==> src/rtl/uart_rx_frame_ctrl.sv <==
`timescale 1ns/1ps
// UART RX frame sequencer: edge/bit counters and the frame FSM that times the
// oversampler, deserializer and the start/parity/stop checkers.
// Optional build macro: UART_RX_FRAME_ERR_CNT_EN adds the frame_err_cnt output,
// a saturating count of frames that ended with a parity or stop error.
module uart_rx_frame_ctrl #(
  parameter int DATA_WIDTH = 8,
  parameter int PRESC_W    = 6,
  parameter int BIT_CNT_W  = 4
) (
  input  logic                 clk,
  input  logic                 rst,
  input  logic                 rx_in,
  input  logic                 par_en,
  input  logic [PRESC_W-1:0]   prescale,
  input  logic                 start_glitch,
  input  logic                 par_err,
  input  logic                 stop_err,
  output logic                 dat_samp_en,
  output logic [PRESC_W-1:0]   edge_cnt,
  output logic [BIT_CNT_W-1:0] bit_cnt,
  output logic                 deser_en,
  output logic                 start_chk_en,
  output logic                 par_chk_en,
  output logic                 stop_chk_en,
  output logic                 data_valid,
  output logic                 par_err_flag,
  output logic                 stop_err_flag
`ifdef UART_RX_FRAME_ERR_CNT_EN
  ,
  output logic [7:0]           frame_err_cnt
`endif
);

  typedef enum logic [2:0] {IDLE, START, DATA, PARITY, STOP} state_t;

  state_t                 state;
  state_t                 state_nxt;
  logic [PRESC_W-1:0]     edge_nxt;
  logic [BIT_CNT_W-1:0]   bit_nxt;
  logic [PRESC_W-1:0]     chk;
  logic [PRESC_W-1:0]     chk_rd;
  logic [PRESC_W-1:0]     p_last;
  logic                   at_last;
  logic                   at_rd;
  logic                   start_det;
  logic                   stop_exit;
  logic                   par_en_lat;

  // CHK is the mid-bit edge where the majority sample is ready; results come back one edge later.
  assign chk       = (prescale >> 1) + PRESC_W'(2);
  assign chk_rd    = chk + PRESC_W'(1);
  assign p_last    = prescale - PRESC_W'(1);
  assign at_last   = (edge_cnt == p_last);
  assign at_rd     = (edge_cnt == chk_rd);
  assign start_det = (state == IDLE) && !rx_in;
  assign stop_exit = (state == STOP) && at_rd;

  assign dat_samp_en = (state != IDLE);

  // Next state plus next edge/bit counter values; pulses are registered from these.
  always_comb begin
    state_nxt = state;
    edge_nxt  = '0;
    bit_nxt   = bit_cnt;
    case (state)
      IDLE: begin
        if (!rx_in) state_nxt = START;
      end
      START: begin
        if (at_rd && start_glitch) state_nxt = IDLE;
        else if (at_last)          state_nxt = DATA;
      end
      DATA: begin
        if (at_last) begin
          if (bit_cnt == BIT_CNT_W'(DATA_WIDTH - 1))
            state_nxt = par_en_lat ? PARITY : STOP;
          else
            bit_nxt = bit_cnt + BIT_CNT_W'(1);
        end
      end
      PARITY: begin
        if (at_last) state_nxt = STOP;
      end
      STOP: begin
        // Leave mid-stop-bit so half a bit remains to catch the next start edge.
        if (at_rd) state_nxt = IDLE;
      end
      default: state_nxt = IDLE;
    endcase
    if ((state != DATA) && (state_nxt == DATA)) bit_nxt = '0;
    if ((state != IDLE) && (state_nxt != IDLE))
      edge_nxt = at_last ? '0 : edge_cnt + PRESC_W'(1);
  end

  // State and counter registers.
  always_ff @(posedge clk or negedge rst) begin
    if (!rst) begin
      state    <= IDLE;
      edge_cnt <= '0;
      bit_cnt  <= '0;
    end else begin
      state    <= state_nxt;
      edge_cnt <= edge_nxt;
      bit_cnt  <= bit_nxt;
    end
  end

  // Mid-bit enables, timed so each is high while edge_cnt shows CHK in its state.
  always_ff @(posedge clk or negedge rst) begin
    if (!rst) begin
      deser_en     <= 1'b0;
      start_chk_en <= 1'b0;
      par_chk_en   <= 1'b0;
      stop_chk_en  <= 1'b0;
    end else begin
      deser_en     <= (state_nxt == DATA)   && (edge_nxt == chk);
      start_chk_en <= (state_nxt == START)  && (edge_nxt == chk);
      par_chk_en   <= (state_nxt == PARITY) && (edge_nxt == chk);
      stop_chk_en  <= (state_nxt == STOP)   && (edge_nxt == chk);
    end
  end

  // Frame qualification: latched parity mode, sticky error flags and data_valid.
  always_ff @(posedge clk or negedge rst) begin
    if (!rst) begin
      par_en_lat    <= 1'b0;
      par_err_flag  <= 1'b0;
      stop_err_flag <= 1'b0;
      data_valid    <= 1'b0;
    end else begin
      if (start_det) begin
        par_en_lat    <= par_en;
        par_err_flag  <= 1'b0;
        stop_err_flag <= 1'b0;
      end
      if ((state == PARITY) && at_rd && par_err) par_err_flag <= 1'b1;
      if (stop_exit && stop_err) stop_err_flag <= 1'b1;
      // stop_err is used raw because its flag only lands in this same cycle.
      data_valid <= stop_exit && !stop_err && !par_err_flag;
    end
  end

`ifdef UART_RX_FRAME_ERR_CNT_EN
  function automatic logic [7:0] sat_inc(input logic [7:0] v);
    return (v == 8'hFF) ? v : v + 8'd1;
  endfunction

  // Count frames that finished with a parity or stop error; glitch aborts never reach STOP.
  always_ff @(posedge clk or negedge rst) begin
    if (!rst) begin
      frame_err_cnt <= 8'd0;
    end else if (stop_exit && (par_err_flag || stop_err)) begin
      frame_err_cnt <= sat_inc(frame_err_cnt);
    end
  end
`endif

endmodule

==> config.mk <==
export PLATFORM = sky130hd
export DESIGN_NAME = uart_rx_frame_ctrl
export DESIGN_NICKNAME = d
export VERILOG_FILES = /design/src/rtl/uart_rx_frame_ctrl.sv
export SDC_FILE = /design/constraint.sdc
export NUM_CORES = 1
export LEC_CHECK = 0
export ABC_AREA = 1
export CAP_MARGIN = 20
export CORE_AREA = 5 5 86 88
export DETAILED_ROUTE_END_ITERATION = 6
export DIE_AREA = 0 0 91 93
export PLACE_DENSITY = 0.57
export SLEW_MARGIN = 20
export SYNTH_ARGS = -nofsm -noshare
export SYNTH_HDL_FRONTEND = slang
export SYNTH_SLANG_ARGS = --single-unit
==> constraint.sdc <==
create_clock -name clk -period 1.95 [get_ports clk]
set_clock_uncertainty 0.15 [all_clocks]
set_input_delay 0.195 -clock clk [delete_from_list [all_inputs] [get_ports clk]]
set_output_delay 0.195 -clock clk [all_outputs]
set_load 0.01 [all_outputs]
==> results.json, run 1 <==
{
  "status": "finished with violations",
  "violations": "negative setup slack",
  "cp-start-kind": "register",
  "setup_viol": 15,
  "required_ps": 2010,
  "grt_first_pass_wirelength_um": 9530,
  "vias": 2168,
  "fin_crit_ps": 2410,
  "htree_levels": 1,
  "synth-warning-count": 0,
  "synth_cell_types": 33,
  "first_pass_iters": 4,
  "cts_tree": "built",
  "gp_congestion": 0.865,
  "leakagePower_nw": 1.64,
  "io_pins": 31,
  "synth_area_leaders": "dfrtp_1 28%, nand2_1 16%, inv_1 7.9%, ha_1 6.0%, nand3_2 5.3%",
  "synth_top_cell_area_share_pct": 27.8,
  "wire_per_inst_um": 12.3,
  "wirelength_um": 5830,
  "seq_area_frac_synth_pct": 27.8,
  "grt.overflow.total": 0,
  "synth-seq-cells": 21,
  "critPathCaptureType": "register",
  "die_width_um": 91,
  "antenna_found_initial": 0,
  "setup_tns_ps": -3730,
  "hold_class": "in -> async",
  "yosys.area.top_type": "dfrtp_1",
  "portBuffers": 30,
  "max_clock_freq_mhz": 416,
  "place_hpwl_um": 4360,
  "diodes": 0,
  "clock_sinks": 21,
  "worst_pin_slew_ps": 322,
  "nets": 418,
  "ant_nets": 0,
  "netlist_instances": 285,
  "p_per_area_nw_per_um2": 996,
  "cp.arrival_ps": 2460,
  "nFillCells": 620,
  "hold_viol": 0,
  "synth_top_cells_by_count": "83 x nand2_1, 40 x inv_1, 23 x nor2_1",
  "viasPerCell": 4.56,
  "drive_gt1_share_pct": 50.1,
  "rsz0062_at_grt": "true",
  "cts_root_buffer": "clkbuf_8",
  "ys_async_sr_fraction_pct": 100,
  "ir_drop_mv": 0.483,
  "coreArea_um2": 6570,
  "grt_pass1_vias": 2092,
  "grt_max_degree": 22,
  "synth_nets": 307,
  "crit_type": "reg -> reg",
  "timing.slew.headroom_pct": 78.4,
  "ys.flop_type": "dfrtp_1",
  "drt_iter0_drc": 73,
  "hold_buffers": 0,
  "fp-row-count": 30,
  "synth_edf_count": 0,
  "finalPower_w": 0.00321,
  "multiInputGateArea_um2": 1400,
  "fp.dieArea_um2": 8460,
  "seq_area_um2": 531,
  "start_util_pct": 28.8,
  "syn_avg_cell_area_um2": 6.64,
  "insertion_delay_ps": 270,
  "dp_slack_ps": -1260,
  "clk_path_buf_depth": 2,
  "setup_ws_ps": -456,
  "final_util_pct": 49.1,
  "final_max_slew_viol_count": 0,
  "critPathMaxFanout": 6,
  "dieHeight_um": 93,
  "cts.clk_slew.worst_paths_ps": 80,
  "synthMostInstantiatedCell": "nand2_1",
  "syn_to_final_growth_pct": 70.5,
  "fin_crit_sh_pct": 123,
  "numCtsBuffers": 3,
  "drv_cap": 0,
  "grt_use_total_pct": 13.5,
  "route.detailed.drc": 0,
  "syn_area_um2": 1890
}
==> cells in the final DEF (no fill, tap or decap), types with 13 or more instances in the layout <==
master / n
inv_2: 18
buf_4: 66
clkdlybuf4s50_1: 23
nor2_2: 13
nand2_1: 59
nand4_1: 16
buf_6: 15
nor2_1: 14
nand2_2: 34
dfrtp_1: 17
inv_1: 28
==> flip-flops by register name (all words and copies together), names as in the netlist <==
name	cells
par_chk_en	1
bit_cnt	4
par_en_lat	1
state	3
edge_cnt	6
deser_en	1
par_err_flag	1
stop_err_flag	1
start_chk_en	1
data_valid	1
stop_chk_en	1
==> per-stage QoR <==
step                cell area, µm²  hold slack, ps  instances
finish                        3230             123        475
global route                  3230             144        475
CTS                           3030             129        470
detailed placement            2770             302        454
global placement              2770             304        454
floorplan                     1930            -251        285
==> timing repair <==
| item | in CTS | in global routing |
|---|---|---|
| setup buffers | 12 | 6 |
| pin swaps | 31 | 22 |
| resized for setup | 57 | 51 |
| endpoints found under the setup margin | 21 | 19 |
| gates cloned | 2 | 0 |
==> layout make-up <==
class                      count  area share [%]
multi-input combinational    208            43.3
timing repair buffer         109            29.1
sequential                    21            16.4
inverter                      53            6.71
tap                           80            3.10
clock buffer                   3            1.28
clock inverter                 1           0.155
==> critical path, stage by stage (launching register included) <==
cell and delay, ps:
dfrtp_2 410, inv_2 60, nand2_1 80, nand2_2 60
nor2_2 120, nand2_2 70, nor2_4 140, nand4_1 120
nor2_2 130, nor2_2 40, nand2_2 100, clkinv_4 80
nand3_4 160, nand3_2 100, nand2_1 90, nand2_2 60
nor2_2 120, nand3_2 130, nor2_1 110
==> layer usage <==
layer	vias to the layer above	track usage [%]	share of wire (%)
li1	1124	-	-
met3	11	2.09	3.3
met2	46	23.4	50
met5	-	0	0
met1	987	17.4	44
met4	0	3.67	2.0
==> path summary, 6_finish.rpt <==
| path | start | to | slack (ps) | depth (start not counted) |
|---|---|---|---|---|
| max | edge_cnt[0] | deser_en | -460 | 18 |
| min | rst | edge_cnt[3] | 120 | 2 |
| max reg2reg | edge_cnt[0] | deser_en | -460 | 18 |
| min reg2reg | par_err_flag | data_valid | 310 | 1 |
| max in group asynchronous | rst | edge_cnt[4] | 1290 | 2 |
| min in group clk | par_err_flag | data_valid | 310 | 1 |
==> power by group <==
| group | switching, W | total (W) | internal (W) |
|---|---|---|---|
| combinational | 0.00120 | 0.00232 | 0.00112 |
| sequential | 0.0000747 | 0.000593 | 0.000518 |
| clock | 0.000156 | 0.000299 | 0.000143 |
==> cell families (layout without fill, tap and decap cells) <==
kind of cell / after synthesis / count (layout) / share of synthesized area [%]
simple gates: 180 / 181 / 47.0
buf+inv: 57 / 166 / 12.6
flops: 21 / 21 / 27.8
compound gates: 12 / 12 / 3.77
fa+ha+maj: 9 / 9 / 5.95
xor+xnor: 5 / 5 / 2.32
mux: 1 / 1 / 0.595
(Power assumes the default switching activity.)
==> run 2, diff against run 1 <==
--- a/config.mk
+++ b/config.mk
@@ -8,6 +8,7 @@
 export ABC_AREA = 1
 export CAP_MARGIN = 20
 export CORE_AREA = 5 5 86 88
+export CTS_BUF_LIST = sky130_fd_sc_hd__clkbuf_16
 export DETAILED_ROUTE_END_ITERATION = 6
 export DIE_AREA = 0 0 91 93
 export PLACE_DENSITY = 0.57
==> run 2 against run 1 <==
The flow still finishes with violations (negative setup slack). Global-route usage up 0.085 points. Clock-buffer cell count did not move. Utilization grew 1.5 points. Routed wire length up 1.3%. Hold slack improved by 18 ps. Non-clock buffer count increased by 1. Cell count up 0.21%. Total power grew 5.8%. Critical path depth increased by 1. Clock power is 50% higher.
==> results.json, run 2 (synthesis gave the netlist of run 1 again) <==
{
  "reg_top3": "edge_cnt (6), bit_cnt (4), state (3)",
  "cts_root_buffer": "clkbuf_16",
  "drv_cap": 0,
  "coreArea_um2": 6570,
  "wire_per_inst_um": 12.4,
  "route.detailed.drc": 0,
  "antenna_found_initial": 0,
  "critPathCaptureType": "register",
  "viasPerCell": 4.57,
  "numCtsBuffers": 3,
  "status": "finished with violations",
  "mostFrequentLayoutCell": "buf_4",
  "cp-start-kind": "register",
  "nets": 419,
  "worstRegToRegCells": 19,
  "fp-row-count": 30,
  "wirelength_um": 5900,
  "dp_slack_ps": -1260,
  "critPathTopFamily": "simple AND/OR/NAND/NOR gates",
  "mostFrequentLayoutCells": "67 x buf_4, 62 x nand2_1, 28 x nand2_2, 25 x inv_1, 23 x clkdlybuf4s50_1",
  "dieHeight_um": 93,
  "final_util_pct": 50.6,
  "drive_gt1_share_pct": 51.0,
  "violations": "negative setup slack",
  "cpMaxStageDelayCell": "dfrtp_2",
  "setup_viol": 16,
  "final_max_slew_viol_count": 0,
  "hold_class": "in -> async",
  "die_width_um": 91,
  "clock_sinks": 21,
  "worst-path-buf-inv": 2,
  "p_per_area_nw_per_um2": 1020,
  "grt_pass1_vias": 2086,
  "timing.slew.headroom_pct": 72.7,
  "finalPower_w": 0.00340,
  "hold_viol": 0,
  "ant_nets": 0,
  "grt_use_total_pct": 13.6,
  "cp.arrival_ps": 2470,
  "crit_type": "reg -> reg",
  "grt.overflow.total": 0,
  "insertion_delay_ps": 260,
  "cts.clk_slew.worst_paths_ps": 60,
  "diodes": 0,
  "portBuffers": 30,
  "leakagePower_nw": 1.67,
  "fin_crit_ps": 2460,
  "cts_tree": "built",
  "path_cells": "inv_2, nand2_2, nand2_2, nor2_2, nand2_2, nor2_4, nand4_1, nand2_2, nor2_2, nor2_2, nand2_4, clkinv_4, nand3_4, nand3_2, nand2_1, nand2_1, nor2_2, nand3_2, nor2_1",
  "required_ps": 1950,
  "start_util_pct": 28.8,
  "htree_levels": 1,
  "syn_to_final_growth_pct": 75.6,
  "clk_path_buf_depth": 2,
  "drt_iter0_drc": 49,
  "first_pass_iters": 4,
  "gp_congestion": 0.865,
  "vias": 2173,
  "fp.dieArea_um2": 8460,
  "max_stage_delay_ps": 410,
  "critPathMaxFanout": 6,
  "fin_crit_sh_pct": 126,
  "worst_pin_slew_ps": 406,
  "whs_ps": 141,
  "top_register": "edge_cnt",
  "max_clock_freq_mhz": 406,
  "largest_reg_flops": 6,
  "rsz0062_at_grt": "true",
  "io_pins": 31,
  "place_hpwl_um": 4360,
  "cp_num_cells": 19,
  "grt_max_degree": 22,
  "ir_drop_mv": 0.527,
  "grt_first_pass_wirelength_um": 9570,
  "setup_ws_ps": -514
}
-- run 2: per-stage QoR --
stage	area (µm²)	cells	setup TNS (ps)
2_1_floorplan	1930	285	-901
3_3_place_gp	2770	454	-16390
3_5_place_dp	2770	454	-17760
4_1_cts	3070	469	-2580
5_1_grt	3320	476	-7220
6_report	3320	476	-5080
-- run 2: power breakdown --
| group | switching (W) | internal [W] |
|---|---|---|
| clock | 0.000172 | 0.000276 |
| sequential | 0.0000759 | 0.000519 |
| combinational | 0.00122 | 0.00114 |
| total | 0.00147 | 0.00193 |
-- run 2: area by class of cell --
cell class                 instances  area [µm²]
timing repair buffer             110         948
tap                               80         100
fill                             608        3250
sequential                        21         531
inverter                          53         221
multi-input combinational        208        1440
clock buffer                       3        75.1
clock inverter                     1        5.00
-- run 2: path summary, 6_finish.rpt --
check | startpoint | slack, ps | endpoint
min in group clk | par_err_flag | 310 | data_valid
setup / recovery | edge_cnt[0] | -510 | stop_chk_en
max in group asynchronous | rst | 1260 | edge_cnt[4]
hold reg to reg | par_err_flag | 310 | data_valid
hold / removal | rst | 140 | edge_cnt[3]
setup reg to reg | edge_cnt[0] | -510 | stop_chk_en
-- run 2: per-layer routing --
layer | track usage [%] | part of all wire, %
met5 | 0 | 0
met4 | 3.42 | 2.0
met3 | 2.33 | 3.5
met1 | 17.8 | 45
met2 | 23.3 | 50
-- run 2: timing repair --
| item | in CTS | in global routing |
|---|---|---|
| pin swaps | 27 | 31 |
| gates cloned | 2 | 0 |
| endpoints found under the setup margin | 21 | 19 |
| hold buffers | 0 | 0 |
| buffers inserted | 11 | 7 |
| resized for setup | 61 | 61 |
==> run 3, diff against run 2 <==
--- a/config.mk
+++ b/config.mk
@@ -12,6 +12,7 @@
 export DETAILED_ROUTE_END_ITERATION = 6
 export DIE_AREA = 0 0 91 93
 export PLACE_DENSITY = 0.57
+export SKIP_LAST_GASP = 1
 export SLEW_MARGIN = 20
 export SYNTH_ARGS = -nofsm -noshare
 export SYNTH_HDL_FRONTEND = slang
==> run 3 against run 2 <==
The flow still finishes with violations (negative setup slack). Routed wire length is 1.8% lower. Global-route usage stayed put. Non-clock buffer count is 2 lower. Sequential cell count stayed put. Critical path type unchanged. Highest routed layer unchanged.
==> results.json, run 3 (synthesis gave the netlist of run 1 again) <==
{
  "status": "finished with violations",
  "violations": "negative setup slack",
  "hold_viol": 0,
  "hold_buffers": 0,
  "clk_path_buf_depth": 2,
  "max_stage_delay_ps": 400,
  "cts_tree": "built",
  "path_cells": "inv_2, buf_4, buf_4, buf_4, buf_4, buf_4, buf_4, xor2_1, nor2_2, nand3_4, nand2_1, nand2_1, nor2_2, nand3_2, nor2_1",
  "vias": 2159,
  "cp-start-kind": "register",
  "crit_top_cell": "buf_4",
  "crit_type": "reg -> reg",
  "fp-row-count": 30,
  "leakagePower_nw": 1.63,
  "nets": 417,
  "first_pass_iters": 4,
  "htree_levels": 1,
  "critPathTopFamily": "buffers and inverters",
  "final_max_slew_viol_count": 0,
  "ant_nets": 0,
  "clock_sinks": 21,
  "start_util_pct": 28.8,
  "drv_cap": 0,
  "io_pins": 31,
  "reg_top3": "edge_cnt (6), bit_cnt (4), state (3)",
  "reg2reg_to": "stop_chk_en",
  "reg2reg_from": "edge_cnt[5]",
  "cp.arrival_ps": 2420,
  "fp.dieArea_um2": 8460,
  "mostFrequentLayoutCell": "buf_4",
  "drt_iter0_drc": 68,
  "p_per_area_nw_per_um2": 1010,
  "timing.slew.headroom_pct": 76.4,
  "critPathMaxFanout": 4,
  "portBuffers": 30,
  "max_clock_freq_mhz": 421,
  "worst-r2r-setup-slack_ps": -430,
  "setup_viol": 15,
  "grt_use_total_pct": 13.6,
  "route.detailed.drc": 0,
  "diodes": 0,
  "viasPerCell": 4.55,
  "setup_ws_ps": -428,
  "grt_first_pass_wirelength_um": 9590,
  "rsz0062_at_grt": "true",
  "hold_class": "in -> async",
  "largest_reg_flops": 6,
  "grt_pass1_vias": 2070,
  "place_hpwl_um": 4360,
  "fin_crit_sh_pct": 122,
  "critPathCaptureType": "register",
  "coreArea_um2": 6570,
  "antenna_found_initial": 0,
  "wirelength_um": 5800,
  "die_width_um": 91,
  "finalPower_w": 0.00326,
  "cpMaxStageDelayCell": "dfrtp_1",
  "wire_per_inst_um": 12.2,
  "drive_gt1_share_pct": 48.7,
  "worst_pin_slew_ps": 351,
  "dieHeight_um": 93,
  "mostFrequentLayoutCells": "69 x buf_4, 68 x nand2_1, 28 x inv_1, 26 x nand2_2, 23 x clkdlybuf4s50_1",
  "worstRegToRegCells": 15,
  "cts.clk_slew.worst_paths_ps": 60,
  "layout.cells.non_filler": 474,
  "syn_to_final_growth_pct": 70.0,
  "grt.overflow.total": 0,
  "dp_slack_ps": -1260,
  "gp_congestion": 0.865,
  "cts_root_buffer": "clkbuf_16",
  "ir_drop_mv": 0.508,
  "worst-path-buf-inv": 7,
  "fin_crit_ps": 2380,
  "numCtsBuffers": 3,
  "top_register": "edge_cnt",
  "grt_max_degree": 22,
  "insertion_delay_ps": 260,
  "required_ps": 1990,
  "placed_cells": 454
}
-- run 3: cell types whose count changed in the layout (fill, tap and decap cells not counted), sizes merged --
| cell | previous run | this run |
|---|---|---|
| dlygate4sd2 | 2 | 3 |
| buf | 84 | 82 |
| clkdlybuf4s15 | 1 | 0 |
-- run 3: area by class of cell --
cell class / count / area (µm²)
inverters: 53 / 216
multi-input cells: 208 / 1390
flip-flops and latches: 21 / 531
repair buffers: 108 / 902
clock inverters: 1 / 5.00
fillers: 625 / 3350
clock buffers: 3 / 75.1
well taps: 80 / 100
-- run 3: report_power, final --
group | leakage, nW | switching [W] | internal [W]
Combinational | 1.31 | 0.00116 | 0.00106
Clock | 0.0409 | 0.000170 | 0.000276
Sequential | 0.278 | 0.0000769 | 0.000519
Total | 1.63 | 0.00140 | 0.00185
-- run 3: metrics by stage --
step | instance area (µm²) | hold slack [ps] | TNS, ps | util (%)
floorplan | 1930 | -251 | -901 | -
global placement | 2770 | 304 | -16390 | 42.2
detailed placement | 2770 | 302 | -17760 | 42.2
CTS | 3060 | 150 | -2590 | 46.6
global route | 3220 | 174 | -6670 | 49.0
finish | 3220 | 141 | -4060 | 49.0
-- run 3: worst max path at each step --
stage | from | end | slack (ps) | cells after the start
finish | edge_cnt[5] | stop_chk_en | -430 | 15
global route | edge_cnt[5] | stop_chk_en | -630 | 18
CTS | edge_cnt[0] | start_chk_en | -360 | 18
floorplan | edge_cnt[4] | deser_en | -230 | 20
global placement | prescale[2] | deser_en | -1160 | 21
detailed placement | prescale[2] | deser_en | -1260 | 21
-- run 3: per-layer routing --
layer	vias to the layer above	track usage [%]	wire (µm)
li1	1123	-	-
met3	7	2.33	202
met4	0	2.93	68
met1	997	18.0	2680
met2	32	23.3	2850
met5	-	0	0
-- run 3: repair_timing --
action	in CTS	in global routing
buffers inserted	11	5
endpoints found under the setup margin	21	19
cloned	2	0
resized for setup	57	39
pin swaps	27	28
